--- config.mk ---
export PLATFORM = sky130hd
export DESIGN_NAME = gift_cofb_keyarrange_inv_flat
export DESIGN_NICKNAME = d
export VERILOG_FILES = /design/src/rtl/gift_cofb_keyarrange_inv_if.sv /design/src/rtl/gift_cofb_keyarrange_inv.sv /design/src/flat_wrapper.sv
export SDC_FILE = /design/constraint.sdc
export NUM_CORES = 1
export LEC_CHECK = 0
export ABC_AREA = 1
export CORE_MARGIN = 2
export CORE_UTILIZATION = 60
export CTS_CLUSTER_DIAMETER = 40
export DETAILED_ROUTE_END_ITERATION = 12
export GPL_TIMING_DRIVEN = 0
export PLACE_DENSITY = 0.82
export RECOVER_POWER = 100
export SLEW_MARGIN = 20
export SYNTH_ARGS = -nofsm -noshare
export SYNTH_HDL_FRONTEND = slang
export SYNTH_SLANG_ARGS = --single-unit
--- constraint.sdc ---
create_clock -name clk -period 4 [get_ports clk]
set_clock_uncertainty 0.05 [all_clocks]
set_input_delay 0.8 -clock clk [delete_from_list [all_inputs] [get_ports clk]]
set_output_delay 0.8 -clock clk [all_outputs]
set_load 0.1 [all_outputs]
--- src/rtl/gift_cofb_keyarrange_inv_if.sv ---
// Request/response handshake bundle for the inverse key-arrange block.
// The requester uses the master modport and the block uses the slave modport.
interface gift_cofb_keyarrange_inv_if;
  logic        req_valid;
  logic        req_ready;
  logic [31:0] req_data;
  logic [1:0]  req_sel;
  logic        rsp_valid;
  logic        rsp_ready;
  logic [31:0] rsp_data;

  modport master (
    output req_valid, req_data, req_sel, rsp_ready,
    input  req_ready, rsp_valid, rsp_data
  );

  modport slave (
    input  req_valid, req_data, req_sel, rsp_ready,
    output req_ready, rsp_valid, rsp_data
  );
endinterface

--- src/rtl/gift_cofb_keyarrange_inv.sv ---
// Iterative inverse of the GIFT-COFB fixsliced key arrangement: it undoes the
// four swapmove stages of the selected arrangement in reverse order, UNROLL stages per clock.
module gift_cofb_keyarrange_inv #(
  parameter int UNROLL = 1
) (
  input  logic                        clk,
  input  logic                        rst,
  gift_cofb_keyarrange_inv_if.slave   kif,
  output logic                        busy
);

  localparam int         NSTEP     = 4 / UNROLL;
  localparam logic [1:0] LAST_STEP = 2'(NSTEP - 1);

  typedef enum logic [1:0] {
    IDLE = 2'd0,
    RUN  = 2'd1,
    DONE = 2'd2
  } state_t;

  state_t      state_q, state_d;
  logic [31:0] work_q;
  logic [31:0] rsp_q;
  logic [1:0]  sel_q;
  logic [1:0]  step_q;
  logic [31:0] round_val;
  logic [1:0]  idx;
  logic        req_ready;
  logic        rsp_valid;

  function automatic logic [31:0] swapmove(input logic [31:0] x,
                                           input logic [31:0] m,
                                           input logic [4:0]  a);
    logic [31:0] t;
    t = (x ^ (x >> a)) & m;
    return x ^ t ^ (t << a);
  endfunction

  // Each stage is its own inverse, so the forward table is reused verbatim.
  function automatic logic [31:0] apply_stage(input logic [31:0] x,
                                              input logic [1:0]  s,
                                              input logic [1:0]  i);
    logic [31:0] m;
    logic [4:0]  a;
    m = 32'h0000_00ff;
    a = 5'd24;
    case ({s, i})
      4'h0: begin m = 32'h0055_0055; a = 5'd9;  end
      4'h1: begin m = 32'h0000_3333; a = 5'd18; end
      4'h2: begin m = 32'h000f_000f; a = 5'd12; end
      4'h4: begin m = 32'h1111_1111; a = 5'd3;  end
      4'h5: begin m = 32'h0303_0303; a = 5'd6;  end
      4'h6: begin m = 32'h000f_000f; a = 5'd12; end
      4'h8: begin m = 32'h0000_aaaa; a = 5'd15; end
      4'h9: begin m = 32'h0000_3333; a = 5'd18; end
      4'ha: begin m = 32'h0000_f0f0; a = 5'd12; end
      4'hc: begin m = 32'h0a0a_0a0a; a = 5'd3;  end
      4'hd: begin m = 32'h00cc_00cc; a = 5'd6;  end
      4'he: begin m = 32'h0000_f0f0; a = 5'd12; end
      default: begin m = 32'h0000_00ff; a = 5'd24; end
    endcase
    return swapmove(x, m, a);
  endfunction

  // Stages of one step run from index 3 - step*UNROLL downward.
  always_comb begin
    round_val = work_q;
    idx       = 2'd0;
    for (int u = 0; u < UNROLL; u++) begin
      idx       = 2'(3 - int'(step_q) * UNROLL - u);
      round_val = apply_stage(round_val, sel_q, idx);
    end
  end

  always_ff @(posedge clk) begin
    if (rst) state_q <= IDLE;
    else     state_q <= state_d;
  end

  always_comb begin
    state_d   = state_q;
    req_ready = 1'b0;
    rsp_valid = 1'b0;
    busy      = 1'b0;
    unique case (state_q)
      IDLE: begin
        req_ready = 1'b1;
        if (kif.req_valid) state_d = RUN;
      end
      RUN: begin
        busy = 1'b1;
        if (step_q == LAST_STEP) state_d = DONE;
      end
      DONE: begin
        busy      = 1'b1;
        rsp_valid = 1'b1;
        if (kif.rsp_ready) state_d = IDLE;
      end
      default: state_d = IDLE;
    endcase
  end

  // The response register loads only on the final RUN step, so it holds under backpressure.
  always_ff @(posedge clk) begin
    if (rst) begin
      work_q <= '0;
      rsp_q  <= '0;
      sel_q  <= '0;
      step_q <= '0;
    end else begin
      case (state_q)
        IDLE: begin
          if (kif.req_valid) begin
            work_q <= kif.req_data;
            sel_q  <= kif.req_sel;
            step_q <= '0;
          end
        end
        RUN: begin
          work_q <= round_val;
          if (step_q == LAST_STEP) rsp_q  <= round_val;
          else                     step_q <= step_q + 2'd1;
        end
        default: ;
      endcase
    end
  end

  assign kif.req_ready = req_ready;
  assign kif.rsp_valid = rsp_valid;
  assign kif.rsp_data  = rsp_q;

endmodule

--- src/flat_wrapper.sv ---
// flat-port wrapper written by rule: the top's interface ports become plain ports
module gift_cofb_keyarrange_inv_flat 
#(
  parameter int UNROLL = 1
)
  (clk, rst, busy, kif_req_valid, kif_req_data, kif_req_sel, kif_rsp_ready, kif_req_ready, kif_rsp_valid, kif_rsp_data);
  gift_cofb_keyarrange_inv_if kif_i ();
  input  logic clk;
  input  logic rst;
  output logic busy;
  input wire logic [$bits(kif_i.req_valid)-1:0] kif_req_valid;
  input wire logic [$bits(kif_i.req_data)-1:0] kif_req_data;
  input wire logic [$bits(kif_i.req_sel)-1:0] kif_req_sel;
  input wire logic [$bits(kif_i.rsp_ready)-1:0] kif_rsp_ready;
  output wire logic [$bits(kif_i.req_ready)-1:0] kif_req_ready;
  output wire logic [$bits(kif_i.rsp_valid)-1:0] kif_rsp_valid;
  output wire logic [$bits(kif_i.rsp_data)-1:0] kif_rsp_data;
  assign kif_i.req_valid = kif_req_valid;
  assign kif_i.req_data = kif_req_data;
  assign kif_i.req_sel = kif_req_sel;
  assign kif_i.rsp_ready = kif_rsp_ready;
  assign kif_req_ready = kif_i.req_ready;
  assign kif_rsp_valid = kif_i.rsp_valid;
  assign kif_rsp_data = kif_i.rsp_data;
  gift_cofb_keyarrange_inv #(.UNROLL(UNROLL)) u_core (.clk(clk), .rst(rst), .kif(kif_i), .busy(busy));
endmodule
==> out/results.ini <==
[finish]
multi_input_area_mm2=0.00619
drive_gt1_share_pct=6.68
areaGrowthSynthToFinish_pct=16.5
antennaDiodeCount=0
final_cell_mix=nand3_1 (462), nand2_1 (445), inv_1 (112)
layout_commonest_cell=nand3_1
instances_no_fill=1842
nNetsFinal=1706
n_fill_cell=1251
ff_latch_area_mm2=0.00141

[setup_path]
reg2regPathDepth=22
cp.arrival_ns=4.20
crit_start=u_core.step_q[0]
timing.reg2reg.setup_slack_ns=0.02
r2r-start=u_core.step_q[0]
worstReg2RegEnd=u_core.work_q[25]
cp_max_fo=10
worstSetupEndpointType=register
crit_type=register to register
cp-start-kind=register
cp.required_ns=4.23

[timing]
maxSlewViolCount=0
max_freq_ghz=0.252
relSlewSlack_pct=15.0
whs_ns=0.447
setup_viol=0
hold_viol_final=0
fin_crit_ns=3.98
post-route-period-util_pct=99.4
rsz0062_at_grt=false
tightest_slew_ns=1.26

[place]
placed_cells=1822
dp_hpwl_um=30800
port_buffers=71
place.gp.congestion=1.18

[clock_tree]
cts_made_buffers=9
path_clk_slew_ns=0.06
cts_hold_buf=0
cts_tree=built
root_buffer=clkbuf_16
cts.path.max_buffers=2
cts_max_level=3
insertion_delay_ns=0.35
clock_sinks=70

[worst_hold_path]
min_path_cells=2
holdPathEnd=u_core.kif.rsp_data[26]
hold_path_class=register to register
min_from=u_core.kif.rsp_data[26]

[logic_synthesis]
synth.distinct_cells=37
ys_seq_elements=70
avgSynthCellArea_um2=5.38
synth_seq_area_share_pct=16.6
yosysWarnings=0
syn_area_mm2=0.00845
syn-num-nets=1620
netlist_instances=1571

[floorplanning]
initial_core_util_pct=61.1
rows=43
io_pins=73
die_area_mm2=0.0151
dieHeight_um=123
core_area_mm2=0.0138
die_w_um=123

[route]
routedWlPerCell_um=22.4
ant_nets=0
drtIter0Drc=2455
wl_um=41300
drc=0
viasPerCell=6.76
first_pass_iters=11
dr_total_vias=12500

[pwr]
peakVddDrop_v=0.000357
power_density_mw_per_mm2=412
leakage_nw=4.61

[grt]
grt_start_max_net_pins=14
antenna_found_initial=0
grt_pass1_wl_um=61400
groute.usage.overall_pct=55.1
grt_overflow=0
grt_pass1_vias=10800

[job]
cap_violations=0

[status]
status=finished, final reports clean

[cells in the mapped netlist]
cell type	n	area, um^2
a31oi_1	1	6.26
buf_6	4	45.0
nand3_2	11	110
o21bai_1	8	60.1
clkinv_1	1	3.75
o21a_1	6	45.0
a22oi_1	1	7.51
buf_2	28	140
a21oi_2	2	17.5
nor2_2	1	6.26
a21boi_0	1	7.51
inv_2	4	15.0
inv_1	114	428
nor3_1	2	10.0
xnor2_1	1	8.76
buf_1	24	90.1
or2_1	4	25.0
inv_4	1	6.26
a211oi_1	1	7.51
buf_4	8	60.1
nand4_1	38	238
nor3b_2	1	12.5
dfxtp_1	70	1400
o21ai_0	83	415
nor2_1	85	319
o21ai_1	5	25.0
clkbuf_1	41	154
ha_1	11	138
nand2_2	6	37.5
o211ai_1	29	218
a21oi_1	51	255
nand2_1	445	1670
nand3b_1	2	15.0
nand3_1	474	2370
nand3_4	1	17.5
nand2_4	5	56.3
xor2_1	1	8.76
[state kept, by name, indices dropped and copies added (netlist names)]
| name | count |
|---|---|
| u_core.state_q | 2 |
| u_core.sel_q | 2 |
| u_core.step_q | 2 |
| u_core.work_q | 32 |
| u_core.kif.rsp_data | 32 |
[routing by layer]
metal	GRT usage (%)	vias up	wire length, um
met5	2.08	-	0
met4	42.9	0	4080
met3	25.7	343	6980
met2	76.7	1206	16300
met1	64.4	5402	13900
li1	-	5504	-
[cells by family (layout without fill, tap and decap cells)]
group / count (synthesis) / after routing / synth area share [%]
flip-flops: 70 / 70 / 16.6
AND/OR/NAND/NOR: 1075 / 1075 / 57.8
XOR/XNOR: 2 / 2 / 0.207
AO/OA/AOI/OAI: 188 / 188 / 12.6
adder cells (fa/ha/maj): 11 / 11 / 1.63
buffers and inverters: 225 / 316 / 11.1
[worst max-delay path, cell delays in order, from the launching register on]
cell	delay (ns)
dfxtp_4	0.43
inv_2	0.10
ha_1	0.36
nand2_1	0.16
nand3_2	0.15
nand2_4	0.18
inv_4	0.11
clkbuf_4	0.22
nand3_1	0.13
nand3_1	0.21
nand3_1	0.22
nand3_1	0.10
nand2_1	0.14
nand3_1	0.11
nand3_1	0.17
nand3_1	0.13
nand3_1	0.21
nand3_2	0.18
nand2_1	0.14
nand2_1	0.10
nand3_1	0.11
nand2_1	0.08
a21oi_1	0.11
[final cells by class]
type                       count  area share, %
multi-input combinational   1276           62.9
sequential                    70           14.3
timing repair buffer          75           7.52
buffer                       105           5.17
inverter                     120           4.64
clock buffer                  11           2.57
tap                          180           2.29
clock inverter                 5          0.648
[where the power goes]
group	switching [mW]	leakage (nW)	total, mW	internal [mW]
clock network	0.324	0.153	0.846	0.522
logic	1.71	3.88	2.36	0.645
registers	0.107	0.572	0.857	0.751
[stage by stage]
stage | power, mW | utilization, % | TNS [ns] | instance area, um^2 | worst slack (ns)
after global routing | 4.18 | 71.2 | 0 | 9850 | 0.00519
after floorplan | 2.28 | - | 0 | 8450 | 1.04
after CTS | 3.78 | 70.2 | 0 | 9710 | 0.136
after detailed placement | 2.94 | 67.9 | -0.00736 | 9390 | -0.00736
after global placement | 2.92 | 67.9 | 0 | 9390 | 0.0352
final | 4.06 | 71.2 | 0 | 9850 | 0.0247
[worst max-delay path by stage]
stage,end,cells after the start
after floorplan,u_core.work_q[6],21
after global placement,u_core.work_q[25],19
after detailed placement,u_core.work_q[25],20
after CTS,u_core.work_q[25],20
after global routing,u_core.kif.rsp_data[26],21
final,u_core.work_q[25],22
[timing repair]
| action | CTS | global route |
|---|---|---|
| endpoints found under the setup margin | 2 | 60 |
| resized for setup | 2 | 40 |
| buffers inserted | 0 | 4 |
(Power assumes the default switching activity.)
